===== src/rtl/mlp_pkg.sv =====
// Shared MLP datapath types and the saturating narrow-back helper used by
// every stage that folds a widened accumulator back to the data width.
package mlp_pkg;

   localparam int unsigned DATA_WIDTH = 8;

   typedef logic signed [DATA_WIDTH-1:0] data_t;
   typedef logic signed [DATA_WIDTH:0]   acc_t;

   typedef struct packed {
      logic  sat;
      data_t data;
   } sat_res_t;

   // One extra bit of headroom means overflow shows up exactly as the top two
   // bits disagreeing; the top bit then picks the rail.
   function automatic sat_res_t sat_to_data(acc_t acc);
      sat_res_t res;
      if (acc[DATA_WIDTH] ^ acc[DATA_WIDTH-1]) begin
         res.sat  = 1'b1;
         res.data = {acc[DATA_WIDTH], {(DATA_WIDTH-1){~acc[DATA_WIDTH]}}};
      end else begin
         res.sat  = 1'b0;
         res.data = acc[DATA_WIDTH-1:0];
      end
      return res;
   endfunction

endpackage


===== src/rtl/neuron_activation_if.sv =====
// Stream bundle around the activation stage: sum/bias in, activated result
// out, plus the saturation event counter.
interface neuron_activation_if #(
   parameter int unsigned DATA_WIDTH  = 8,
   parameter int unsigned COUNT_WIDTH = 16
);
   logic signed [DATA_WIDTH-1:0] in_sum;
   logic signed [DATA_WIDTH-1:0] in_bias;
   logic                         in_valid;
   logic                         in_ready;
   logic signed [DATA_WIDTH-1:0] out_data;
   logic                         out_sat;
   logic                         out_valid;
   logic                         out_ready;
   logic [COUNT_WIDTH-1:0]       sat_count;

   // Environment side: produces sums, consumes results.
   modport master (
      output in_sum, in_bias, in_valid, out_ready,
      input  in_ready, out_data, out_sat, out_valid, sat_count
   );

   // Stage side.
   modport slave (
      input  in_sum, in_bias, in_valid, out_ready,
      output in_ready, out_data, out_sat, out_valid, sat_count
   );
endinterface


===== src/rtl/pipe_reg.sv =====
// Single-entry valid/ready register slice. Accepts a new word whenever it is
// empty or its current word leaves in the same cycle.
module pipe_reg #(
   parameter int unsigned Width = 8
) (
   input  logic             clk,
   input  logic             rst,
   input  logic [Width-1:0] in_data,
   input  logic             in_valid,
   output logic             in_ready,
   output logic [Width-1:0] out_data,
   output logic             out_valid,
   input  logic             out_ready
);

   logic             valid_q, valid_d;
   logic [Width-1:0] data_q, data_d;

   assign in_ready  = !valid_q || out_ready;
   assign out_data  = data_q;
   assign out_valid = valid_q;

   // Next state: refill or drain when the slot is free; hold while stalled.
   always_comb begin
      valid_d = valid_q;
      data_d  = data_q;
      if (in_ready) begin
         valid_d = in_valid;
         if (in_valid) data_d = in_data;
      end
   end

   // Slot register, cleared on reset so no X reaches downstream logic.
   always_ff @(posedge clk) begin
      if (rst) begin
         valid_q <= 1'b0;
         data_q  <= '0;
      end else begin
         valid_q <= valid_d;
         data_q  <= data_d;
      end
   end

endmodule


===== src/rtl/neuron_activation.sv =====
// Post-summation neuron stage: bias add, activation, saturation, and a
// two-slot valid/ready pipeline. Define NEURON_ACTIVATION_LEAKY_EN to build
// leaky ReLU (negatives shifted right by LEAK_SHIFT) instead of plain ReLU.
module neuron_activation
   import mlp_pkg::*;
#(
   parameter int unsigned DATA_WIDTH  = mlp_pkg::DATA_WIDTH,
   parameter int unsigned LEAK_SHIFT  = 2,
   parameter int unsigned COUNT_WIDTH = 16
) (
   input logic                clk,
   input logic                rst,
   neuron_activation_if.slave bus
);

`ifdef NEURON_ACTIVATION_LEAKY_EN
   localparam bit LeakyEn = 1'b1;
`else
   localparam bit LeakyEn = 1'b0;
`endif

   logic signed [DATA_WIDTH:0] sum_ext;
   logic signed [DATA_WIDTH:0] s1_acc;
   logic signed [DATA_WIDTH:0] act;
   logic signed [DATA_WIDTH:0] leak;
   logic                       s1_in_ready;
   logic                       s1_valid;
   logic                       s2_in_ready;
   logic [DATA_WIDTH:0]        s2_in;
   logic [DATA_WIDTH:0]        s2_q;
   logic                       out_valid;
   logic [COUNT_WIDTH-1:0]     cnt_q, cnt_d;

   // Widen by one bit so the bias add can never overflow.
   assign sum_ext = {bus.in_sum[DATA_WIDTH-1], bus.in_sum}
                  + {bus.in_bias[DATA_WIDTH-1], bus.in_bias};

   // Inputs are refused while reset is held.
   assign bus.in_ready = !rst && s1_in_ready;

   pipe_reg #(
      .Width(DATA_WIDTH + 1)
   ) u_s1 (
      .clk      (clk),
      .rst      (rst),
      .in_data  (sum_ext),
      .in_valid (bus.in_valid),
      .in_ready (s1_in_ready),
      .out_data (s1_acc),
      .out_valid(s1_valid),
      .out_ready(s2_in_ready)
   );

   assign leak = s1_acc >>> LEAK_SHIFT;

   // Activation: positives pass through, negatives go to zero or leak.
   always_comb begin
      act = s1_acc;
      if (s1_acc[DATA_WIDTH]) act = LeakyEn ? leak : '0;
   end

   // Shared clamp when the widths line up; otherwise an equivalent local one.
   if (DATA_WIDTH == mlp_pkg::DATA_WIDTH) begin : g_pkg_sat
      sat_res_t res;
      assign res   = sat_to_data(act);
      assign s2_in = {res.sat, res.data};
   end else begin : g_local_sat
      logic ovf;
      assign ovf   = act[DATA_WIDTH] ^ act[DATA_WIDTH-1];
      assign s2_in = ovf ? {1'b1, act[DATA_WIDTH], {(DATA_WIDTH-1){~act[DATA_WIDTH]}}}
                         : {1'b0, act[DATA_WIDTH-1:0]};
   end

   pipe_reg #(
      .Width(DATA_WIDTH + 1)
   ) u_s2 (
      .clk      (clk),
      .rst      (rst),
      .in_data  (s2_in),
      .in_valid (s1_valid),
      .in_ready (s2_in_ready),
      .out_data (s2_q),
      .out_valid(out_valid),
      .out_ready(bus.out_ready)
   );

   assign bus.out_data  = s2_q[DATA_WIDTH-1:0];
   assign bus.out_sat   = s2_q[DATA_WIDTH];
   assign bus.out_valid = out_valid;
   assign bus.sat_count = cnt_q;

   // Count clamped results as they leave; stick at all-ones.
   always_comb begin
      cnt_d = cnt_q;
      if (out_valid && bus.out_ready && s2_q[DATA_WIDTH] && !(&cnt_q)) cnt_d = cnt_q + 1'b1;
   end

   // Saturation counter register.
   always_ff @(posedge clk) begin
      if (rst) cnt_q <= '0;
      else     cnt_q <= cnt_d;
   end

endmodule


===== src/flat_wrapper.sv =====
// flat-port wrapper written by rule: the top's interface ports become plain ports
module neuron_activation_flat import mlp_pkg::*;
#(
   parameter int unsigned DATA_WIDTH  = mlp_pkg::DATA_WIDTH,
   parameter int unsigned LEAK_SHIFT  = 2,
   parameter int unsigned COUNT_WIDTH = 16
)
  (clk, rst, bus_in_sum, bus_in_bias, bus_in_valid, bus_out_ready, bus_in_ready, bus_out_data, bus_out_sat, bus_out_valid, bus_sat_count);
  neuron_activation_if #(.DATA_WIDTH(DATA_WIDTH), .COUNT_WIDTH(COUNT_WIDTH)) bus_i ();
  input logic clk;
  input logic rst;
  input wire logic [$bits(bus_i.in_sum)-1:0] bus_in_sum;
  input wire logic [$bits(bus_i.in_bias)-1:0] bus_in_bias;
  input wire logic [$bits(bus_i.in_valid)-1:0] bus_in_valid;
  input wire logic [$bits(bus_i.out_ready)-1:0] bus_out_ready;
  output wire logic [$bits(bus_i.in_ready)-1:0] bus_in_ready;
  output wire logic [$bits(bus_i.out_data)-1:0] bus_out_data;
  output wire logic [$bits(bus_i.out_sat)-1:0] bus_out_sat;
  output wire logic [$bits(bus_i.out_valid)-1:0] bus_out_valid;
  output wire logic [$bits(bus_i.sat_count)-1:0] bus_sat_count;
  assign bus_i.in_sum = bus_in_sum;
  assign bus_i.in_bias = bus_in_bias;
  assign bus_i.in_valid = bus_in_valid;
  assign bus_i.out_ready = bus_out_ready;
  assign bus_in_ready = bus_i.in_ready;
  assign bus_out_data = bus_i.out_data;
  assign bus_out_sat = bus_i.out_sat;
  assign bus_out_valid = bus_i.out_valid;
  assign bus_sat_count = bus_i.sat_count;
  neuron_activation #(.DATA_WIDTH(DATA_WIDTH), .LEAK_SHIFT(LEAK_SHIFT), .COUNT_WIDTH(COUNT_WIDTH)) u_core (.clk(clk), .rst(rst), .bus(bus_i));
endmodule

===== config.mk =====
export PLATFORM = sky130hd
export DESIGN_NAME = neuron_activation_flat
export DESIGN_NICKNAME = d
export VERILOG_FILES = /design/src/rtl/mlp_pkg.sv /design/src/rtl/neuron_activation_if.sv /design/src/rtl/pipe_reg.sv /design/src/rtl/neuron_activation.sv /design/src/flat_wrapper.sv
export SDC_FILE = /design/constraint.sdc
export NUM_CORES = 1
export LEC_CHECK = 0
export ABC_AREA = 1
export BUFFER_PORTS_ARGS = -buffer_cell sky130_fd_sc_hd__buf_2
export CAP_MARGIN = 5
export CELL_PAD_IN_SITES_DETAIL_PLACEMENT = 1
export CELL_PAD_IN_SITES_GLOBAL_PLACEMENT = 2
export CORE_MARGIN = 3
export CORE_UTILIZATION = 31
export CTS_CLUSTER_DIAMETER = 200
export DETAILED_ROUTE_END_ITERATION = 8
export PLACE_DENSITY_LB_ADDON = 0.15
export SLEW_MARGIN = 25
export SYNTH_ARGS = -nofsm -noshare
export SYNTH_HDL_FRONTEND = slang
export SYNTH_SLANG_ARGS = --single-unit

===== constraint.sdc =====
create_clock -name clk -period 2.71 [get_ports clk]
set_clock_uncertainty 0.15 [all_clocks]
set_input_delay 0.271 -clock clk [delete_from_list [all_inputs] [get_ports clk]]
set_output_delay 0.271 -clock clk [all_outputs]
set_load 0.005 [all_outputs]

==> results of run 1 <==
[flip-flops by register name, indices dropped and copies added, names as in the netlist]
signal	cells
u_core.bus.sat_count	16
u_core.u_s1.out_data	9
u_core.u_s1.out_valid	1
u_core.u_s2.out_data	8
u_core.u_s2.out_valid	1
[cell type report]
class	instances	share of cell area [%]
Clock buffer	5	2.80
Sequential cell	35	28.5
Multi-Input combinational cell	222	48.1
Timing Repair Buffer	46	9.48
Tap cell	75	3.82
Clock inverter	3	1.94
Inverter	35	5.35
[through the flow]
step	util, %	hold WS (ns)	setup slack [ns]
detailed placement	37.9	0.316	0.872
floorplan	-	0.290	1.06
CTS	39.8	0.133	0.859
finish	39.8	0.139	0.880
global placement	37.9	0.315	0.924
global route	39.8	0.174	0.688
[worst reg2reg max path: cells and delay by family (launching register included)]
family	cells	cell delay, ns
flops	1	0.36
fa+ha+maj	1	0.25
simple gates	8	0.97
[metal layers]
layer / up-vias / wire (um) / GRT usage (%)
li1: 1041 / - / -
met1: 950 / 2280 / 16.5
met2: 29 / 2780 / 28.8
met3: 7 / 182 / 2.93
met4: 0 / 55 / 4.18
met5: - / 0 / 0
[final timing paths]
path,endpoint,slack (ns),cells after the start
worst max-delay path,u_core.bus.sat_count[15],0.88,9
worst min-delay path,u_core.u_s2.out_valid,0.14,4
worst max register to register,u_core.bus.sat_count[15],0.88,9
worst min register to register,u_core.u_s2.out_data[5],0.32,2
[cell families (layout without fill, tap and decap cells)]
kind of cell / after synthesis / after routing
buffers and inverters: 41 / 89
flip-flops: 35 / 35
adder cells (fa/ha/maj): 10 / 10
XOR/XNOR: 8 / 8
other: 1 / 1
AO/OA/AOI/OAI: 46 / 46
AND/OR/NAND/NOR: 157 / 157
[power groups by stage]
stage	logic, mW	registers, mW	clock network [mW]
2_1_floorplan	0.111	0.561	0
3_3_place_gp	0.164	0.563	0
3_5_place_dp	0.168	0.563	0
4_1_cts	0.169	0.551	0.512
5_1_grt	0.193	0.555	0.539
6_report	0.164	0.551	0.499
[cell usage in the layout, fill, tap and decap left out, types with 4 or more instances in the layout]
cell,count
nand2_1,75
xnor2_1,4
xor2_1,4
o21ai_0,16
dfxtp_1,35
inv_1,33
a21oi_2,10
nor2_1,35
buf_2,45
clkbuf_8,5
nor2_2,5
nand2_2,11
a21oi_1,18
ha_1,9
nand4_1,6
nand3_1,20
==> results.yml, run 1 <==
cts:
  insertion_delay_ns: 0.29
  cts_tree: "done"
  cts_sinks: 35
  hold_buffers: 0
  cts-root-buf: "clkbuf_8"
  htree_levels: 2
  cts_resized: 0
  cts_buffers: 5
  post_cts_buffers: 0
  clk_pin_slew_ns: 0.08
  clockBufferDepth: 2
placement:
  dp_cells: 413
  dpl_cell_area_um2: 2340
  io_buffers: 45
  gp_congestion: 0.727
  hpwlAfterDp_mm: 4.07
floorplan:
  die_w_um: 87.3
  num_rows: 28
  chipHeight_um: 87.3
  die_area_um2: 7620
  start_util_pct: 33.2
  boundaryPins: 47
  fp.coreArea_um2: 6170
critical_path:
  required_ns: 2.75
  rr_startpoint: "u_core.bus.sat_count[0]"
  path_cells: "ha_1 > nand2_1 > nor2_1 > nand2_2 > nor2_2 > nor2_4 > nand3_1 > nand2_1 > nor2_1"
  cp_num_buf_inv: 0
  cpLargestDelayFamily: "simple AND/OR/NAND/NOR gates"
  cpPeakStageDelay_ns: 0.40
  crit_arrival_ns: 1.87
  crit_slowest_cell: "nor2_4"
  startpoint: "u_core.bus.sat_count[0]"
  crit_fanout: 16
  crit_path_end_kind: "flip-flop"
  crit_path_start_kind: "flip-flop"
  path_class: "reg -> reg"
pwr:
  power.leakage_nw: 1.17
  intPower_uw: 882
  p_total_mw: 1.21
  power.density_nw_per_um2: 494
  netSwitchingFraction_pct: 27.3
  switching_power_uw: 331
  irDropWorstVdd_v: 0.000252
  pwr-share-comb_pct: 13.5
  power_frac_seq_pct: 45.4
  clkPwrFrac_pct: 41.1
route:
  ant_nets: 0
  vias_per_cell: 4.81
  first_pass_iters: 2
  route.vias.total: 2027
  route.detailed.drc: 0
  wl_per_cell_um: 12.6
  routed_wl_mm: 5.30
  drt_iter0_markers: 40
yosys:
  synth_area_leaders: "dfxtp_1 (34%), nand2_1 (14%), nor2_1 (6.4%)"
  yosysTopAreaCell: "dfxtp_1"
  synthMuxAreaShare_pct: 0
  yosys_warnings: 0
  synth_common_cells: "nand2_1 (75), dfxtp_1 (35), nor2_1 (35), inv_1 (33), nand3_1 (20)"
  synth_fa_ha_area_share_pct: 6.47
  synth_edf_count: 0
  syn_nets: 328
  synth_top_area_share_pct: 34.2
  yosysMostFrequentCell: "nand2_1"
  yosys.area_share.simple_pct: 33.8
  synth_top_family_by_area: "simple AND/OR/NAND/NOR gates"
  ys_types: 27
  netlist_instances: 298
  synth_area_um2: 2050
  synth_ff_type: "dfxtp_1"
  synth-compound-area-share_pct: 13.7
  ys_ff_latch: 35
  async_flop_share_pct: 0
  ys_seq_area_share_pct: 34.2
  avgSynthCellArea_um2: 6.88
  synth-xor-area-share_pct: 3.42
layout:
  fin_area_um2: 2460
  multi_input_area_um2: 1180
  final_nets: 375
  regArea_um2: 701
  fillCellCount: 822
  drive_gt1_share_pct: 24.9
  area_growth_pct: 19.8
  antennaDiodeCount: 0
  instances_no_fill: 421
worst_hold_path:
  min_from: "bus_out_ready"
  min_path_type: "in -> reg"
sta:
  worst_pin_slew_ns: 0.554
  finalSetupTns_ns: 0
  drv_slew: 0
  final-hold-violation-count: 0
  fmax_mhz: 546
  layout_min_cycle_time_ns: 1.83
  fin_crit_sh_pct: 67.5
  setup_viol: 0
  rsz0062_at_grt: "no"
  maxSlewHeadroom_pct: 63.0
global_route:
  grt_overflow: 0
  grt_pass1_wl_mm: 9.11
  grt_pass1_vias: 2035
  antenna_found_initial: 0
  grt_usage_pct: 15.0
  grt_max_degree: 20
job:
  drv_cap: 0
run_status:
  status: "finished, final reports clean"
Note: power is estimated with default switching activity, not from simulation.
==> run 2, diff against run 1 <==
CORE_UTILIZATION = 26   (was 31)
clock period = 1.5 ns   (was 2.71 ns; I/O delays follow)
==> results.yml, run 2 (same netlist as run 1, synthesis figures left out) <==
floorplan:
  fp.coreArea_um2: 7450
  num_rows: 31
  die_w_um: 94.8
  chipHeight_um: 94.8
  die_area_um2: 8980
  boundaryPins: 47
  start_util_pct: 27.5
layout:
  antennaDiodeCount: 0
  largest_reg_flops: 16
  instances_no_fill: 488
  layout_commonest_cell: "nand2_1"
  drive_gt1_share_pct: 39.8
  area_growth_pct: 43.4
  final_nets: 418
  fin_area_um2: 2940
  final_cell_mix: "nand2_1 (65), buf_2 (45), buf_4 (39)"
critical_path:
  cpLargestDelayFamily: "flip-flops"
  crit_fanout: 8
  crit_slowest_cell: "dfxtp_2"
  crit_arrival_ns: 1.60
  crit_path_end_kind: "flip-flop"
  required_ns: 1.59
  cp_num_buf_inv: 1
  crit_path_start_kind: "flip-flop"
  critPathMostFrequentCell: "nand2_2"
  path_cells: "ha_4 > nand2_2 > nor2_4 > nand2_4 > o21ai_4 > buf_12 > nand2_2 > a21oi_2"
  cpPeakStageDelay_ns: 0.36
  path_class: "reg -> reg"
placement:
  io_buffers: 45
  gp_congestion: 0.705
  hpwlAfterDp_mm: 4.63
  dpl_cell_area_um2: 2710
  dp_cells: 477
route:
  wl_per_cell_um: 12.2
  routed_wl_mm: 5.95
  ant_nets: 0
  first_pass_iters: 3
  vias_per_cell: 4.46
  route.vias.total: 2177
  drt_iter0_markers: 29
  route.detailed.drc: 0
run_status:
  status: "complete, but fails checks"
  violations: "setup timing"
job:
  drv_cap: 0
cts:
  hold_buffers: 0
  insertion_delay_ns: 0.30
  clockBufferDepth: 2
  htree_levels: 2
  cts_buffers: 5
  cts_sinks: 35
  cts-root-buf: "clkbuf_8"
  cts_tree: "done"
  clk_pin_slew_ns: 0.08
global_route:
  grt_pass1_vias: 2281
  antenna_found_initial: 0
  grt_max_degree: 18
  grt_pass1_wl_mm: 10.2
  grt_overflow: 0
  grt_usage_pct: 14.5
sta:
  final-hold-violation-count: 0
  fmax_mhz: 662
  drv_slew: 0
  timing.final.ws_setup_ns: -0.0113
  fin_crit_sh_pct: 101
  layout_min_cycle_time_ns: 1.51
  rsz0062_at_grt: "yes"
  setup_viol: 4
pwr:
  irDropWorstVdd_v: 0.000399
  power.density_nw_per_um2: 754
  power.leakage_nw: 1.42
  p_total_mw: 2.22
worst_hold_path:
  min_path_type: "in -> reg"
==> run 2: changes by cell type in the layout (fill, tap and decap cells not counted), sizes merged <==
cell,previous run,this run
buf,46,89
clkinv,1,2
inv,36,35
==> run 2: final cells by class <==
class	count	area, um2
repair buffers	89	583
clock inverters	3	43.8
flip-flops and latches	35	706
inverters	35	131
fillers	993	4510
multi-input cells	222	1280
clock buffers	5	68.8
well taps	99	124
==> run 2: power breakdown <==
group	leakage (nW)	internal [mW]	switching (mW)
registers	0.288	0.972	0.0235
logic	1.07	0.151	0.186
clock network	0.0581	0.495	0.391
==> run 2: repair_timing <==
item                       CTS  global route
resized for setup           16            15
buffers inserted             3             0
setup endpoints to repair   13            16
pin swaps                    7            11
==> run 2: through the flow <==
| stage | hold WS (ns) | util, % | setup WS (ns) | setup TNS [ns] |
|---|---|---|---|---|
| final | 0.0211 | 39.5 | -0.0113 | -0.0354 |
| after CTS | 0.00792 | 38.8 | 0.00112 | 0 |
| after global placement | 0.322 | 36.3 | -0.191 | -2.02 |
| after global routing | 0.0570 | 39.5 | -0.100 | -0.977 |
| after detailed placement | 0.322 | 36.3 | -0.246 | -2.65 |
| after floorplan | 0.194 | - | 0.000175 | 0 |
==> run 2: metal layers <==
| layer | share of wire (%) | vias to the layer above | track usage [%] |
|---|---|---|---|
| li1 | - | 1129 | - |
| met1 | 44 | 1010 | 17.0 |
| met2 | 51 | 30 | 25.7 |
| met3 | 3.4 | 8 | 3.27 |
| met4 | 1.5 | 0 | 5.05 |
| met5 | 0 | - | 0 |
==> run 2: final timing paths <==
path | start | end | slack, ns | cells after the start
min | bus_out_ready | u_core.u_s2.out_valid | 0.02 | 4
max reg2reg | u_core.bus.sat_count[0] | u_core.bus.sat_count[4] | -0.01 | 8
max | u_core.bus.sat_count[0] | u_core.bus.sat_count[4] | -0.01 | 8
min reg2reg | u_core.u_s1.out_data[4] | u_core.u_s2.out_data[4] | 0.32 | 2
==> run 2: tightest hold or removal path, delay by kind of cell <==
family                 cells  cell delay (ns)
AO/OA/AOI/OAI              1             0.05
AND/OR/NAND/NOR            1             0.06
buffers and inverters      2             0.17
==> run 3, diff against run 2 <==
CORE_UTILIZATION = 31   (was 26)
clock period = 1.8 ns   (was 1.5 ns; I/O delays follow)
==> results.yml, run 3 (same netlist as run 1, synthesis figures left out) <==
run_status:
  status: "finished, final reports clean"
pwr:
  p_total_mw: 1.81
  clkPwrFrac_pct: 40.3
  switching_power_uw: 486
  irDropWorstVdd_v: 0.000399
  power.density_nw_per_um2: 698
  power_frac_seq_pct: 45.7
  netSwitchingFraction_pct: 26.8
  power.leakage_nw: 1.26
  intPower_mw: 1.33
  pwr-share-comb_pct: 14.0
critical_path:
  reg2reg_slack_ns: 0.11
  crit_path_end_kind: "flip-flop"
  path_cells: "ha_2 > nand2_1 > nor2_2 > nand2_2 > nor2_4 > nor2_4 > buf_4 > a21oi_1 > nor2_1"
  crit_path_start_kind: "flip-flop"
  critPathMostFrequentCell: "nor2_4"
  cpLargestDelayFamily: "simple AND/OR/NAND/NOR gates"
  r2r_cells: 9
  crit_fanout: 8
  required_ns: 1.84
  path_class: "reg -> reg"
  worstReg2RegEnd: "u_core.bus.sat_count[13]"
  rr_startpoint: "u_core.bus.sat_count[1]"
  cp_num_buf_inv: 1
  cpPeakStageDelay_ns: 0.36
  crit_arrival_ns: 1.73
  crit_slowest_cell: "dfxtp_2"
sta:
  final-hold-violation-count: 0
  drv_slew: 0
  holdWs_ns: 0.0433
  layout_min_cycle_time_ns: 1.69
  setup_viol: 0
  timing.final.ws_setup_ns: 0.108
  fin_crit_sh_pct: 94.0
  fmax_mhz: 591
floorplan:
  die_area_um2: 7620
  die_w_um: 87.3
  fp.coreArea_um2: 6170
  start_util_pct: 33.2
  num_rows: 28
  chipHeight_um: 87.3
  boundaryPins: 47
global_route:
  grt_pass1_vias: 2177
  antenna_found_initial: 0
  grt_max_degree: 18
  grt_usage_pct: 16.2
  grt_pass1_wl_mm: 9.72
  grt_overflow: 0
cts:
  cts-root-buf: "clkbuf_8"
  clk_pin_slew_ns: 0.08
  insertion_delay_ns: 0.30
  cts_buffers: 5
  cts_tree: "done"
  clockBufferDepth: 2
  post_cts_buffers: 0
  hold_buffers: 0
  cts_sinks: 35
  htree_levels: 2
layout:
  antennaDiodeCount: 0
  final_cell_mix: "nand2_1 (75), buf_2 (45), nor2_1 (34), dfxtp_1 (34), inv_1 (32)"
  largest_reg_flops: 16
  final_nets: 393
  fillCellCount: 834
  area_growth_pct: 26.8
  layout_commonest_cell: "nand2_1"
  final_util_pct: 42.1
  drive_gt1_share_pct: 29.7
  instances_no_fill: 439
route:
  wl_per_cell_um: 12.7
  route.detailed.drc: 0
  route.vias.total: 2106
  first_pass_iters: 4
  ant_nets: 0
  routed_wl_mm: 5.57
  drt_iter0_markers: 27
  vias_per_cell: 4.80
placement:
  post-place-ws_ns: 0.00790
  io_buffers: 45
  dp_cells: 431
  hpwlAfterDp_mm: 4.48
  gp_congestion: 0.761
worst_hold_path:
  min_from: "bus_out_ready"
  worstHoldPathCells: 4
  whs_endpoint: "u_core.u_s2.out_valid"
  min_path_type: "in -> reg"
job:
  drv_cap: 0
run 3: worst min-delay path, stage by stage:
cell     delay, ns
buf_2         0.10
inv_1         0.06
nand2_1       0.06
a21oi_1       0.05
run 3: power groups by stage:
stage / logic [mW] / registers (mW) / clock network, mW
2_1_floorplan: 0.167 / 0.845 / 0
3_3_place_gp: 0.256 / 0.847 / 0
3_5_place_dp: 0.261 / 0.848 / 0
4_1_cts: 0.262 / 0.830 / 0.746
5_1_grt: 0.300 / 0.835 / 0.779
6_report: 0.255 / 0.829 / 0.731
run 3: worst max-delay path by stage:
stage	from	end	slack [ns]	depth (start not counted)
after floorplan	u_core.bus.sat_count[0]	u_core.bus.sat_count[11]	0.15	9
after global placement	bus_in_bias[0]	u_core.u_s1.out_data[6]	0.12	9
after detailed placement	u_core.bus.sat_count[1]	u_core.bus.sat_count[13]	0.008	9
after CTS	u_core.bus.sat_count[1]	u_core.bus.sat_count[13]	0.008	9
after global routing	u_core.bus.sat_count[1]	u_core.bus.sat_count[13]	-0.03	10
final	u_core.bus.sat_count[1]	u_core.bus.sat_count[13]	0.11	9
run 3: timing repair:
action / CTS / global route
endpoints found under the setup margin: 0 / 13
gates resized for setup: 0 / 5
endpoints found under the hold margin: 0 / 0
run 3: through the flow:
step,setup TNS [ns],cell area (um2)
final,0,2600
after global routing,-0.0631,2600
after global placement,0,2470
after detailed placement,0,2470
after floorplan,0,2050
after CTS,0,2590
run 3: final cells by class:
type	instances	area (um2)	area share, %
timing repair buffer	64	368	14.2
multi-input combinational	222	1190	45.8
inverter	35	131	5.06
sequential	35	702	27.0
clock inverter	3	43.8	1.69
clock buffer	5	68.8	2.65
tap	75	93.8	3.61
run 3: layer usage:
| layer | vias up | GRT usage [%] | wire, um |
|---|---|---|---|
| met5 | - | 0 | 0 |
| met2 | 33 | 30.4 | 2990 |
| met3 | 9 | 2.27 | 163 |
| met4 | 0 | 7.11 | 127 |
| met1 | 990 | 17.8 | 2290 |
| li1 | 1074 | - | - |
